===== config.mk =====
export PLATFORM = sky130hd
export DESIGN_NAME = i2c_req_arbiter_flat
export DESIGN_NICKNAME = d
export VERILOG_FILES = /design/src/rtl/i2c_req_arbiter_pkg.sv /design/src/rtl/i2c_req_arbiter_if.sv /design/src/rtl/i2c_req_arbiter_rr_pick.sv /design/src/rtl/i2c_req_arbiter.sv /design/src/flat_wrapper.sv
export SDC_FILE = /design/constraint.sdc
export NUM_CORES = 1
export LEC_CHECK = 0
export ABC_AREA = 1
export BUFFER_PORTS_ARGS = -buffer_cell sky130_fd_sc_hd__clkbuf_2
export CELL_PAD_IN_SITES_DETAIL_PLACEMENT = 0
export CELL_PAD_IN_SITES_GLOBAL_PLACEMENT = 1
export CORE_MARGIN = 1.5
export CORE_UTILIZATION = 34
export DETAILED_ROUTE_END_ITERATION = 16
export PLACE_DENSITY = 0.81
export SLEW_MARGIN = 0
export SYNTH_ARGS = -nofsm -noshare
export SYNTH_HDL_FRONTEND = slang
export SYNTH_HIERARCHICAL = 1
export SYNTH_SLANG_ARGS = --single-unit

===== constraint.sdc =====
create_clock -name clk -period 1.8 [get_ports clk]
set_input_delay 0.09 -clock clk [delete_from_list [all_inputs] [get_ports clk]]
set_output_delay 0.09 -clock clk [all_outputs]
set_load 0.05 [all_outputs]

===== src/rtl/i2c_req_arbiter_pkg.sv =====
// Shared I2C types: arbiter state encoding, address/data widths, default timeout.
// Latency: n/a (types and constants only).
// Backpressure: n/a.
package i2c_pkg;

  localparam int I2C_ADDR_W      = 7;
  localparam int I2C_DATA_W      = 8;
  localparam int I2C_TIMEOUT_DEF = 1023;

  typedef enum logic [2:0] {
    ST_IDLE  = 3'd0,
    ST_GRANT = 3'd1,
    ST_ISSUE = 3'd2,
    ST_WAIT  = 3'd3,
    ST_DONE  = 3'd4,
    ST_ERR   = 3'd5
  } arb_state_t;

endpackage


===== src/rtl/i2c_req_arbiter_if.sv =====
// Requester-side and master-side signals of the I2C request arbiter.
// Latency: n/a (wiring only).
// Backpressure: m_busy holds the arbiter in ISSUE; requesters wait on gnt.
interface i2c_req_arbiter_if #(
  parameter int NREQ = 4
);
  import i2c_pkg::*;

  logic [NREQ-1:0]            req;
  logic [I2C_ADDR_W*NREQ-1:0] req_addr;
  logic [I2C_DATA_W*NREQ-1:0] req_data;
  logic [NREQ-1:0]            gnt;
  logic [NREQ-1:0]            done;
  logic [NREQ-1:0]            err;
  logic                       m_start;
  logic [I2C_ADDR_W-1:0]      m_addr;
  logic [I2C_DATA_W-1:0]      m_data;
  logic                       m_busy;
  logic                       m_done;
  logic                       m_nack;

  // arbiter side
  modport slave (
    input  req, req_addr, req_data, m_busy, m_done, m_nack,
    output gnt, done, err, m_start, m_addr, m_data
  );

  // requesters plus I2C master side
  modport master (
    output req, req_addr, req_data, m_busy, m_done, m_nack,
    input  gnt, done, err, m_start, m_addr, m_data
  );

endinterface


===== src/rtl/i2c_req_arbiter_rr_pick.sv =====
// Round-robin priority encoder: first set req bit at or above ptr, wrapping.
// Latency: combinational.
// Backpressure: none; any_req flags that winner is meaningful.
module rr_pick #(
  parameter int N  = 4,
  parameter int IW = (N > 1) ? $clog2(N) : 1
) (
  input  logic [N-1:0]  req,
  input  logic [IW-1:0] ptr,
  output logic [IW-1:0] winner,
  output logic          any_req
);

  // scan offsets high to low so the smallest offset from ptr is the last to win
  always_comb begin
    int idx;
    idx     = 0;
    winner  = '0;
    any_req = |req;
    for (int off = N - 1; off >= 0; off--) begin
      idx = int'(ptr) + off;
      if (idx >= N) idx = idx - N;
      if (req[IW'(idx)]) winner = IW'(idx);
    end
  end

endmodule


===== src/rtl/i2c_req_arbiter.sv =====
// Round-robin share of one I2C write master between NREQ requesters, with NACK retry and timeout.
// Latency: req -> gnt 1 cycle, -> m_start 2 cycles; m_done -> done/err 1 cycle.
// Backpressure: m_busy stalls the start pulse in ISSUE; losing requesters simply keep req high.
module i2c_req_arbiter
  import i2c_pkg::*;
#(
  parameter int NREQ      = 4,
  parameter int MAX_RETRY = 2,
  parameter int TIMEOUT   = I2C_TIMEOUT_DEF
) (
  input logic              clk,
  input logic              rst,
  i2c_req_arbiter_if.slave bus
);

  localparam int IW = (NREQ > 1) ? $clog2(NREQ) : 1;
  localparam int RW = (MAX_RETRY < 1) ? 1 : $clog2(MAX_RETRY + 1);
  localparam int TW = $clog2(TIMEOUT + 1);

  arb_state_t            state, state_nxt;
  logic [IW-1:0]         winner, rr_ptr, pick_idx;
  logic                  pick_any;
  logic [RW-1:0]         retry_cnt;
  logic [TW-1:0]         timer;
  logic [I2C_ADDR_W-1:0] addr_q, addr_sel;
  logic [I2C_DATA_W-1:0] data_q, data_sel;
  logic                  retry_ok, timed_out;
  logic [NREQ-1:0]       gnt_c, done_c, err_c;
  logic                  start_c;

  rr_pick #(.N(NREQ), .IW(IW)) u_pick (
    .req     (bus.req),
    .ptr     (rr_ptr),
    .winner  (pick_idx),
    .any_req (pick_any)
  );

  assign retry_ok  = retry_cnt < RW'(MAX_RETRY);
  // timer counts cycles since the start pulse, so this fires TIMEOUT+1 cycles after it
  assign timed_out = timer == TW'(TIMEOUT);

  // winner's address/data slices, selected with constant bases
  always_comb begin
    addr_sel = '0;
    data_sel = '0;
    for (int i = 0; i < NREQ; i++) begin
      if (winner == IW'(i)) begin
        addr_sel = bus.req_addr[i*I2C_ADDR_W +: I2C_ADDR_W];
        data_sel = bus.req_data[i*I2C_DATA_W +: I2C_DATA_W];
      end
    end
  end

  // state register
  always_ff @(posedge clk or posedge rst) begin
    if (rst) state <= ST_IDLE;
    else     state <= state_nxt;
  end

  // next-state: m_done beats the timeout when both land in the same WAIT cycle
  always_comb begin
    state_nxt = state;
    unique case (state)
      ST_IDLE:  if (pick_any) state_nxt = ST_GRANT;
      ST_GRANT: state_nxt = ST_ISSUE;
      ST_ISSUE: if (!bus.m_busy) state_nxt = ST_WAIT;
      ST_WAIT: begin
        if (bus.m_done) begin
          if (!bus.m_nack)   state_nxt = ST_DONE;
          else if (retry_ok) state_nxt = ST_ISSUE;
          else               state_nxt = ST_ERR;
        end else if (timed_out) begin
          state_nxt = ST_ERR;
        end
      end
      ST_DONE:  state_nxt = ST_IDLE;
      ST_ERR:   state_nxt = ST_IDLE;
      default:  state_nxt = ST_IDLE;
    endcase
  end

  // outputs: grant spans GRANT..WAIT and drops as done/err pulses
  always_comb begin
    gnt_c   = '0;
    done_c  = '0;
    err_c   = '0;
    start_c = 1'b0;
    unique case (state)
      ST_GRANT, ST_WAIT: gnt_c[winner] = 1'b1;
      ST_ISSUE: begin
        gnt_c[winner] = 1'b1;
        start_c       = !bus.m_busy;
      end
      ST_DONE: done_c[winner] = 1'b1;
      ST_ERR:  err_c[winner]  = 1'b1;
      default: ;
    endcase
  end

  assign bus.gnt     = gnt_c;
  assign bus.done    = done_c;
  assign bus.err     = err_c;
  assign bus.m_start = start_c;
  assign bus.m_addr  = addr_q;
  assign bus.m_data  = data_q;

  // datapath: winner capture, payload latch, retry/timer counters, pointer advance
  always_ff @(posedge clk or posedge rst) begin
    if (rst) begin
      winner    <= '0;
      rr_ptr    <= '0;
      retry_cnt <= '0;
      timer     <= '0;
      addr_q    <= '0;
      data_q    <= '0;
    end else begin
      unique case (state)
        ST_IDLE: if (pick_any) winner <= pick_idx;
        ST_GRANT: begin
          addr_q    <= addr_sel;
          data_q    <= data_sel;
          retry_cnt <= '0;
        end
        ST_ISSUE: if (!bus.m_busy) timer <= TW'(1);
        ST_WAIT: begin
          timer <= timer + TW'(1);
          if (bus.m_done && bus.m_nack && retry_ok) retry_cnt <= retry_cnt + RW'(1);
        end
        ST_DONE, ST_ERR: rr_ptr <= (winner == IW'(NREQ - 1)) ? '0 : winner + IW'(1);
        default: ;
      endcase
    end
  end

endmodule


===== src/flat_wrapper.sv =====
// flat-port wrapper written by rule: the top's interface ports become plain ports
module i2c_req_arbiter_flat import i2c_pkg::*;
#(
  parameter int NREQ      = 4,
  parameter int MAX_RETRY = 2,
  parameter int TIMEOUT   = I2C_TIMEOUT_DEF
)
  (clk, rst, bus_req, bus_req_addr, bus_req_data, bus_m_busy, bus_m_done, bus_m_nack, bus_gnt, bus_done, bus_err, bus_m_start, bus_m_addr, bus_m_data);
  i2c_req_arbiter_if #(.NREQ(NREQ)) bus_i ();
  input logic clk;
  input logic rst;
  input wire logic [$bits(bus_i.req)-1:0] bus_req;
  input wire logic [$bits(bus_i.req_addr)-1:0] bus_req_addr;
  input wire logic [$bits(bus_i.req_data)-1:0] bus_req_data;
  input wire logic [$bits(bus_i.m_busy)-1:0] bus_m_busy;
  input wire logic [$bits(bus_i.m_done)-1:0] bus_m_done;
  input wire logic [$bits(bus_i.m_nack)-1:0] bus_m_nack;
  output wire logic [$bits(bus_i.gnt)-1:0] bus_gnt;
  output wire logic [$bits(bus_i.done)-1:0] bus_done;
  output wire logic [$bits(bus_i.err)-1:0] bus_err;
  output wire logic [$bits(bus_i.m_start)-1:0] bus_m_start;
  output wire logic [$bits(bus_i.m_addr)-1:0] bus_m_addr;
  output wire logic [$bits(bus_i.m_data)-1:0] bus_m_data;
  assign bus_i.req = bus_req;
  assign bus_i.req_addr = bus_req_addr;
  assign bus_i.req_data = bus_req_data;
  assign bus_i.m_busy = bus_m_busy;
  assign bus_i.m_done = bus_m_done;
  assign bus_i.m_nack = bus_m_nack;
  assign bus_gnt = bus_i.gnt;
  assign bus_done = bus_i.done;
  assign bus_err = bus_i.err;
  assign bus_m_start = bus_i.m_start;
  assign bus_m_addr = bus_i.m_addr;
  assign bus_m_data = bus_i.m_data;
  i2c_req_arbiter #(.NREQ(NREQ), .MAX_RETRY(MAX_RETRY), .TIMEOUT(TIMEOUT)) u_core (.clk(clk), .rst(rst), .bus(bus_i));
endmodule

==> results of run 1 <==
==> logic make-up (layout without fill, tap and decap cells) <==
logic type	Yosys count	count (layout)	share of synthesized area (%)
AND/OR/NAND/NOR	206	206	35.9
AO/OA/AOI/OAI	65	65	16.4
buffers and inverters	63	162	11.4
flip-flops	34	34	33.8
adder cells (fa/ha/maj)	5	5	2.49
==> power by group through the flow <==
stage / Clock [mW] / Combinational (mW) / Sequential (mW)
2_1_floorplan: 0 / 2.56 / 1.96
3_3_place_gp: 0 / 4.00 / 1.41
3_5_place_dp: 0 / 4.05 / 1.42
4_1_cts: 0.876 / 4.07 / 1.41
5_1_grt: 0.908 / 4.47 / 1.46
6_report: 0.850 / 4.04 / 1.41
==> through the flow <==
step	std cells	util, %	hold slack, ns	setup slack, ns
2_1_floorplan	373	-	0.232	-0.00324
3_3_place_gp	562	43.1	0.207	0.271
3_5_place_dp	562	43.1	0.209	0.241
4_1_cts	571	45.2	0.0968	0.0611
5_1_grt	571	45.3	0.0995	0.00983
6_report	571	45.3	0.103	0.118
==> state kept, by name, summed over array words and instances, names as in the netlist <==
register           count
u_core/state           3
u_core/bus.m_data      8
u_core/timer          10
u_core/rr_ptr          2
u_core/bus.m_addr      7
u_core/winner          2
u_core/retry_cnt       2
==> cells in the final DEF (no fill, tap or decap), types with 2 or more instances in the layout <==
master and n:
nor3_1 2, nand4_1 3, inv_1 42, buf_4 9, or2_2 15, clkbuf_2 90, inv_2 4, o21ai_1 4
ha_1 5, o22ai_1 2, nand3b_1 2, nand3_1 51, bufinv_16 2, buf_12 2, a21boi_1 6, clkbuf_8 5
nor2_2 2, clkbuf_4 2, nor2_1 27, nand2_1 101, buf_2 3, a21oi_1 32, nand2_2 3, o21ai_0 7
o31ai_1 2, a21boi_2 9, dfrtp_1 33
==> final cells by class <==
cell class	count	share of cell area [%]
clock buffers	5	2.11
clock inverters	3	2.11
inverters	47	5.44
multi-input cells	276	42.2
flip-flops and latches	34	26.1
well taps	99	3.79
repair buffers	107	18.3
==> worst max-delay path, stage by stage, from the launching register on <==
cell,delay [ns]
dfrtp_1,0.49
nor2_1,0.23
nand2_1,0.17
nor2_1,0.13
clkbuf_2,0.28
==> routing by layer <==
| metal | vias up | wire length [um] |
|---|---|---|
| li1 | 1392 | - |
| met1 | 1171 | 3380 |
| met2 | 91 | 3070 |
| met3 | 6 | 560 |
| met4 | 0 | 43 |
| met5 | - | 0 |
==> timing repair <==
item	CTS	global route
resized for setup	2	8
endpoints found under the hold margin	34	0
pin swaps	0	0
setup endpoints to repair	4	5
hold buffers	1	0
==> how the worst min path moves through the flow <==
stage	depth (start not counted)	slack, ns	start	endpoint
global placement	3	0.21	rst	u_core/timer[2]
detailed placement	3	0.21	rst	u_core/bus.m_data[5]
finish	3	0.10	bus_req_addr[26]	u_core/bus.m_addr[5]
CTS	3	0.1	bus_req_addr[23]	u_core/bus.m_addr[2]
global route	3	0.1	bus_req_addr[26]	u_core/bus.m_addr[5]
floorplan	1	0.23	rst	u_core/bus.m_addr[0]
==> impl_metrics.env, run 1 <==
export IMPL_postCtsSetupBuffers=0
export IMPL_yosysTopAreaCell="dfrtp_1"
export IMPL_reg2regPathDepth=4
export IMPL_r2r_end="u_core/retry_cnt[1]"
export IMPL_synth_area_mm2=0.00252
export IMPL_ios=97
export IMPL_power_density_mw_per_mm2=1930
export IMPL_die_h_um=89.0
export IMPL_synth_cells_most_frequent="nand2_1, nand3_1, inv_1, dfrtp_1, a21oi_1"
export IMPL_cp_arrival_ns=1.59
export IMPL_final_hold_viol_count=0
export IMPL_route_detailed_drc=0
export IMPL_hp_class="input pin to flip-flop"
export IMPL_synth_seq_cells=34
export IMPL_track_usage_pct=17.5
export IMPL_clockBufferDepth=2
export IMPL_grt_busiest_layer="met2"
export IMPL_hpwl_mm=5.52
export IMPL_cts_max_level=2
export IMPL_grt_pass1_vias=2355
export IMPL_worst_ir_drop_vdd_v=0.000537
export IMPL_r2r_start="u_core/state[1]"
export IMPL_rows=31
export IMPL_grt_overflow=0
export IMPL_grtUsageMet1_pct=23.0
export IMPL_fillCellCount=797
export IMPL_synth_area_leaders="dfrtp_1, nand2_1, nand3_1"
export IMPL_yosysSeqAreaShare_pct=33.8
export IMPL_first_iter_violations=109
export IMPL_gp_congestion=0.795
export IMPL_fmax_mhz=595
export IMPL_pwr_share_seq_pct=22.4
export IMPL_tightest_slew_ns=0.448
export IMPL_drive_gt1_share_pct=31.8
export IMPL_die_area_mm2=0.00793
export IMPL_numCtsBuffers=5
export IMPL_sw_frac_of_total_pct=52.3
export IMPL_status="completed"
export IMPL_fin_crit_sh_pct=93.4
export IMPL_synth_flop_cell="dfrtp_1"
export IMPL_ys_warn_count=6
export IMPL_postPlaceCellArea_mm2=0.00311
export IMPL_fin_skew_ns=0.0109
export IMPL_cts_sinks=34
export IMPL_nets=545
export IMPL_grt_pass1_wl_mm=10.9
export IMPL_slew_limit_headroom_pct=70.2
export IMPL_die_w_um=89.0
export IMPL_setup_viol=0
export IMPL_cap_viol_max_count=0
export IMPL_combPwrFrac_pct=64.1
export IMPL_first_pass_iters=4
export IMPL_tns_ns=0
export IMPL_synth_most_common_cell="nand2_1"
export IMPL_cts_clk_slew_worst_paths_ns=0.07
export IMPL_syn_area_per_cell_um2=6.75
export IMPL_synth_top_area_share_pct=33.8
export IMPL_rsz0062_at_grt="false"
export IMPL_critPathLaunchType="flip-flop"
export IMPL_ant_nets=0
export IMPL_core_area_mm2=0.00721
export IMPL_slew_violations=0
export IMPL_power_total_mw=6.30
export IMPL_wirelength_mm=7.05
export IMPL_rrSetupSlack_ns=0.31
export IMPL_cts_tree="built"
export IMPL_cp_end_kind="output port"
export IMPL_io_buffers=96
export IMPL_routedWlPerCell_um=12.3
export IMPL_grtUsageMet2_pct=29.3
export IMPL_startpoint="u_core/state[1]"
export IMPL_initial_core_util_pct=34.9
export IMPL_syn_inst=373
export IMPL_cts_root_buffer="clkbuf_8"
export IMPL_synth_nets=447
export IMPL_p_switching_mw=3.29
export IMPL_register_area_um2=852
export IMPL_worst_skew_pair_late_latency_ns=0.29
export IMPL_p_leak_nw=1.80
export IMPL_async_reset_ff_share_pct=100
export IMPL_crit_end="bus_done[2]"
export IMPL_synth_cell_type_count=29
export IMPL_grt_max_degree=35
export IMPL_p_clk_share_pct=13.5
export IMPL_critPathKind="flip-flop to output port"
export IMPL_internal_power_mw=3.01
export IMPL_synth_edf_count=0
export IMPL_final_area_mm2=0.00327
export IMPL_required_ns=1.71
export IMPL_period_needed_ns=1.68
export IMPL_multiInputGateArea_mm2=0.00138
export IMPL_vias=2660
export IMPL_gr_usage_met3_pct=3.88
export IMPL_syn2layout_area_growth_pct=29.8
export IMPL_path_max_fanout=11
export IMPL_antenna_found_initial=0
export IMPL_insertedDiodeCount=0
export IMPL_viasPerCell=4.66
(Power assumes the default switching activity.)
==> run 2, diff against run 1 <==
--- a/config.mk
+++ b/config.mk
@@ -10,9 +10,10 @@
 export CELL_PAD_IN_SITES_DETAIL_PLACEMENT = 0
 export CELL_PAD_IN_SITES_GLOBAL_PLACEMENT = 1
 export CORE_MARGIN = 1.5
-export CORE_UTILIZATION = 34
+export CORE_UTILIZATION = 35
+export CTS_BUF_LIST = sky130_fd_sc_hd__clkbuf_2
 export DETAILED_ROUTE_END_ITERATION = 16
-export PLACE_DENSITY = 0.81
+export PLACE_DENSITY = 0.83
 export SLEW_MARGIN = 0
 export SYNTH_ARGS = -nofsm -noshare
 export SYNTH_HDL_FRONTEND = slang
==> impl_metrics.env, run 2 (same netlist as run 1, synthesis figures left out) <==
export IMPL_rows=30
export IMPL_die_area_mm2=0.00771
export IMPL_combPwrFrac_pct=69.3
export IMPL_place_inst=557
export IMPL_cts_tree="built"
export IMPL_fin_crit_sh_pct=97.2
export IMPL_dp_slack_ns=0.303
export IMPL_power_total_mw=5.87
export IMPL_critPathLaunchType="flip-flop"
export IMPL_slew_limit_headroom_pct=60.6
export IMPL_initial_core_util_pct=36.6
export IMPL_sw_frac_of_total_pct=56.9
export IMPL_wirelength_mm=7.55
export IMPL_final_cell_mix="nand2_1, clkbuf_2, nand3_1"
export IMPL_slew_violations=0
export IMPL_core_area_mm2=0.00687
export IMPL_pwr_share_seq_pct=24.3
export IMPL_required_ns=1.71
export IMPL_hpwl_mm=5.63
export IMPL_status="completed"
export IMPL_reg2regPathDepth=5
export IMPL_p_leak_nw=1.82
export IMPL_cp_slowest_cell="dfrtp_2"
export IMPL_insertedDiodeCount=0
export IMPL_cts_sinks=34
export IMPL_cp_arrival_ns=1.66
export IMPL_grt_max_degree=35
export IMPL_tightest_slew_ns=0.588
export IMPL_worst_path_buf_inv=1
export IMPL_viasPerCell=4.78
export IMPL_first_pass_iters=5
export IMPL_cap_viol_max_count=0
export IMPL_worst_ir_drop_vdd_v=0.000477
export IMPL_grt_pass1_wl_mm=12.0
export IMPL_antenna_found_initial=0
export IMPL_path_max_fanout=11
export IMPL_route_detailed_drc=0
export IMPL_routedWlPerCell_um=12.9
export IMPL_fillCellCount=707
export IMPL_register_area_um2=852
export IMPL_grt_pass1_vias=2579
export IMPL_multiInputGateArea_mm2=0.00138
export IMPL_setup_viol=0
export IMPL_power_density_mw_per_mm2=1750
export IMPL_clockBufferDepth=2
export IMPL_nets=560
export IMPL_critPathKind="flip-flop to output port"
export IMPL_die_w_um=87.8
export IMPL_ant_nets=0
export IMPL_syn2layout_area_growth_pct=33.0
export IMPL_cts_clk_slew_worst_paths_ns=0.21
export IMPL_fin_ws_ns=0.0498
export IMPL_track_usage_pct=19.8
export IMPL_holdPathStages=5
export IMPL_gp_congestion=0.802
export IMPL_final_hold_viol_count=0
export IMPL_rsz0062_at_grt="true"
export IMPL_ios=97
export IMPL_worst_skew_pair_late_latency_ns=0.39
export IMPL_numCtsBuffers=5
export IMPL_largest_reg_flops=10
export IMPL_internal_power_mw=2.53
export IMPL_final_cells=583
export IMPL_worstPathCellList="nor2_1 -> nand2_1 -> nor2_1 -> clkbuf_4"
export IMPL_path_delay_family="simple AND/OR/NAND/NOR gates"
export IMPL_p_switching_mw=3.34
export IMPL_final_common_cell="nand2_1"
export IMPL_hp_class="input pin to flip-flop"
export IMPL_drive_gt1_share_pct=31.2
export IMPL_fmax_mhz=571
export IMPL_fin_skew_ns=0.0299
export IMPL_cts_max_level=2
export IMPL_cp_depth=4
export IMPL_cp_common_cell="nor2_1"
export IMPL_regMostFlops="u_core/timer"
export IMPL_first_iter_violations=176
export IMPL_utilization_pct=48.7
export IMPL_die_h_um=87.8
export IMPL_cts_root_buffer="clkbuf_2"
export IMPL_cp_end_kind="output port"
export IMPL_io_buffers=96
export IMPL_grt_overflow=0
export IMPL_vias=2785
export IMPL_startpoint="u_core/state[1]"
export IMPL_critPathMaxStageDelay_ns=0.51
export IMPL_period_needed_ns=1.75
export IMPL_r2r_start="u_core/state[2]"
export IMPL_p_clk_share_pct=6.3
export IMPL_hp_start="bus_req_data[3]"
-- run 2: worst register-to-register path: stages, from the launching register on --
cell and delay [ns]:
dfrtp_1 0.45, buf_4 0.15, nor2_2 0.13, nand2_2 0.35, a21oi_1 0.30, a21boi_2 0.08
-- run 2: area by class of cell --
| class | instances | share of cell area (%) |
|---|---|---|
| Multi-Input combinational cell | 276 | 41.3 |
| Sequential cell | 34 | 25.4 |
| Timing Repair Buffer | 122 | 23.0 |
| Inverter | 47 | 5.42 |
| Tap cell | 96 | 3.59 |
| Clock buffer | 5 | 0.747 |
| Clock inverter | 3 | 0.486 |
-- run 2: routing by layer --
layer	up-vias	global-route usage, %	routed length [um]
met4	0	3.90	55
li1	1427	-	-
met1	1241	25.6	3530
met5	-	0	0
met2	111	34.8	3440
met3	6	3.39	516
-- run 2: what timing repair did --
| item | in CTS | in global routing |
|---|---|---|
| resized for setup | 17 | 15 |
| buffers inserted | 2 | 0 |
| pin swaps | 0 | 0 |
| hold buffers | 15 | 1 |
| hold endpoints to repair | 47 | 1 |
| setup endpoints to repair | 12 | 13 |
-- run 2: final timing paths --
kind,to,slack [ns]
setup / recovery,bus_done[3],0.05
hold / removal,u_core/bus.m_data[3],0.03
setup reg to reg,u_core/bus.m_data[7],0.22
hold reg to reg,u_core/timer[0],0.54
max in group asynchronous,u_core/state[1],1.13
min in group asynchronous,u_core/timer[1],0.30
-- run 2: stage by stage --
| stage | TNS [ns] | cell area, um2 | hold slack [ns] |
|---|---|---|---|
| after global routing | -0.200 | 3350 | 0.0183 |
| after detailed placement | 0 | 3070 | 0.207 |
| after floorplan | -0.00973 | 2520 | 0.232 |
| after CTS | 0 | 3320 | 0.00286 |
| final | 0 | 3350 | 0.0321 |
| after global placement | 0 | 3070 | 0.196 |
-- run 2: power by group through the flow --
| stage | Clock, mW | Sequential [mW] | Combinational, mW |
|---|---|---|---|
| after floorplan | 0 | 1.96 | 2.56 |
| after global placement | 0 | 1.42 | 3.87 |
| after detailed placement | 0 | 1.44 | 3.96 |
| after CTS | 0.395 | 1.42 | 4.06 |
| after global routing | 0.429 | 1.48 | 4.51 |
| final | 0.373 | 1.43 | 4.07 |
==> run 3, diff against run 2 <==
--- a/config.mk
+++ b/config.mk
@@ -10,10 +10,10 @@
 export CELL_PAD_IN_SITES_DETAIL_PLACEMENT = 0
 export CELL_PAD_IN_SITES_GLOBAL_PLACEMENT = 1
 export CORE_MARGIN = 1.5
-export CORE_UTILIZATION = 35
+export CORE_UTILIZATION = 31
 export CTS_BUF_LIST = sky130_fd_sc_hd__clkbuf_2
 export DETAILED_ROUTE_END_ITERATION = 16
-export PLACE_DENSITY = 0.83
+export PLACE_DENSITY = 0.78
 export SLEW_MARGIN = 0
 export SYNTH_ARGS = -nofsm -noshare
 export SYNTH_HDL_FRONTEND = slang
==> constraint.sdc (replaced) <==
create_clock -name clk -period 1.5 [get_ports clk]
set_input_delay 0.075 -clock clk [delete_from_list [all_inputs] [get_ports clk]]
set_output_delay 0.075 -clock clk [all_outputs]
set_load 0.05 [all_outputs]
==> impl_metrics.env, run 3 (same netlist as run 1, synthesis figures left out) <==
export IMPL_routedWlPerCell_um=13.2
export IMPL_tightest_slew_ns=0.456
export IMPL_initial_core_util_pct=32.2
export IMPL_ios=97
export IMPL_fin_skew_ns=0.0301
export IMPL_rsz0062_at_grt="true"
export IMPL_register_area_um2=857
export IMPL_cp_arrival_ns=1.49
export IMPL_status="finished, violations left"
export IMPL_worst_skew_pair_late_latency_ns=0.42
export IMPL_cts_sinks=34
export IMPL_io_buffers=96
export IMPL_cts_clk_slew_worst_paths_ns=0.18
export IMPL_numCtsBuffers=5
export IMPL_final_cell_mix="nand2_1, clkbuf_2, nand3_1"
export IMPL_fin_ws_ns=-0.0656
export IMPL_power_density_mw_per_mm2=2170
export IMPL_cts_tree="built"
export IMPL_antenna_found_initial=0
export IMPL_final_cells=630
export IMPL_slew_limit_headroom_pct=69.6
export IMPL_setup_viol=14
export IMPL_clockBufferDepth=2
export IMPL_multiInputGateArea_mm2=0.00167
export IMPL_hold_slack_ns=0.0248
export IMPL_syn2layout_area_growth_pct=68.5
export IMPL_wirelength_mm=8.32
export IMPL_holdPathStages=4
export IMPL_core_area_mm2=0.00781
export IMPL_die_h_um=93.1
export IMPL_worstPathCellList="inv_4 -> ha_4 -> inv_8 -> nor2_4 -> buf_8"
export IMPL_period_needed_ns=1.57
export IMPL_route_detailed_drc=0
export IMPL_fin_crit_sh_pct=104
export IMPL_grt_overflow=0
export IMPL_fmax_mhz=639
export IMPL_ant_nets=0
export IMPL_failed_checks="setup timing"
export IMPL_critPathMaxStageDelay_ns=0.51
export IMPL_place_inst=571
export IMPL_cp_end_kind="output port"
export IMPL_largest_reg_flops=10
export IMPL_track_usage_pct=18.4
export IMPL_critPathLaunchType="flip-flop"
export IMPL_path_max_fanout=5
export IMPL_cap_viol_max_count=0
export IMPL_grt_max_degree=35
export IMPL_worst_ir_drop_vdd_v=0.000754
export IMPL_vias=2998
export IMPL_first_iter_violations=86
export IMPL_grt_pass1_vias=2806
export IMPL_hpwl_mm=5.40
export IMPL_hp_class="input pin to flip-flop"
export IMPL_final_hold_viol_count=0
export IMPL_grt_pass1_wl_mm=12.7
export IMPL_final_common_cell="nand2_1"
export IMPL_first_pass_iters=4
export IMPL_gp_congestion=0.853
export IMPL_die_w_um=93.1
export IMPL_p_leak_nw=2.14
export IMPL_cp_slowest_cell="dfrtp_2"
export IMPL_cts_max_level=2
export IMPL_reg2regPathDepth=7
export IMPL_critPathKind="flip-flop to output port"
export IMPL_required_ns=1.42
export IMPL_regMostFlops="u_core/timer"
export IMPL_cts_root_buffer="clkbuf_2"
export IMPL_drive_gt1_share_pct=43.6
export IMPL_die_area_mm2=0.00867
export IMPL_viasPerCell=4.76
export IMPL_nets=601
export IMPL_fillCellCount=740
export IMPL_insertedDiodeCount=0
export IMPL_slew_violations=0
export IMPL_rows=32
[run 3: changes by cell type in the layout (fill, tap and decap cells not counted), moves of 5 or more]
cell,delta
nand3_1,-5
nand3_2,+5
buf_8,+14
buf_4,+12
a21oi_1,-11
nand2_1,-6
nor2_1,-17
nor2_4,+16
dlygate4sd3_1,+14
a21oi_2,+10
[run 3: report_power, final]
group | switching [mW] | leakage [nW] | internal [mW]
Combinational | 3.94 | 1.68 | 2.68
Sequential | 0.434 | 0.413 | 1.34
Clock | 0.363 | 0.0532 | 0.452
[run 3: path summary, 6_finish.rpt]
check                               startpoint                   end  slack, ns
setup / recovery              u_core/winner[0]           bus_done[2]      -0.07
hold / removal                      bus_m_nack       u_core/state[2]       0.02
setup reg to reg              u_core/winner[0]  u_core/bus.m_data[3]          0
hold reg to reg            u_core/retry_cnt[1]   u_core/retry_cnt[1]       0.55
max in group asynchronous                  rst      u_core/winner[1]       0.87
min in group asynchronous                  rst  u_core/bus.m_data[7]       0.26
[run 3: layer usage]
layer | vias to the layer above | part of all wire (%) | global-route usage (%)
met5 | - | 0 | 0
met3 | 9 | 5.3 | 3.66
li1 | 1509 | - | -
met1 | 1395 | 44 | 22.7
met4 | 0 | 1.0 | 3.79
met2 | 85 | 49 | 33.1
[run 3: final cells by class]
type / count / share of cell area [%]
clock buffer: 5 / 0.590
clock inverter: 3 / 1.62
inverter: 47 / 4.87
multi-input combinational: 276 / 39.4
sequential: 34 / 20.2
tap: 102 / 3.01
timing repair buffer: 163 / 30.3
[run 3: stage by stage]
step | total power, mW | utilization, % | worst slack [ns] | TNS, ns | area [um2]
floorplan | 5.51 | - | -0.186 | -1.20 | 2560
global placement | 6.68 | 41.0 | 0.0674 | 0 | 3200
detailed placement | 6.73 | 41.0 | 0.0497 | 0 | 3200
CTS | 8.46 | 51.1 | -0.0634 | -0.705 | 3990
global route | 9.88 | 54.3 | -0.144 | -2.11 | 4240
finish | 9.21 | 54.3 | -0.0656 | -0.461 | 4240
[run 3: worst max-delay path, delay by kind of cell, from the launching register on]
family,cells,cell delay [ns]
fa+ha+maj,1,0.16
flops,1,0.51
simple gates,1,0.11
buf+inv,3,0.30
[run 3: timing repair]
action                                  CTS  global route
hold endpoints to repair                 49             1
hold buffers                             29             1
buffers inserted                         15             7
pin swaps                                14            15
cloned                                    0             1
gates resized for setup                  81            53
endpoints found under the setup margin   13            39
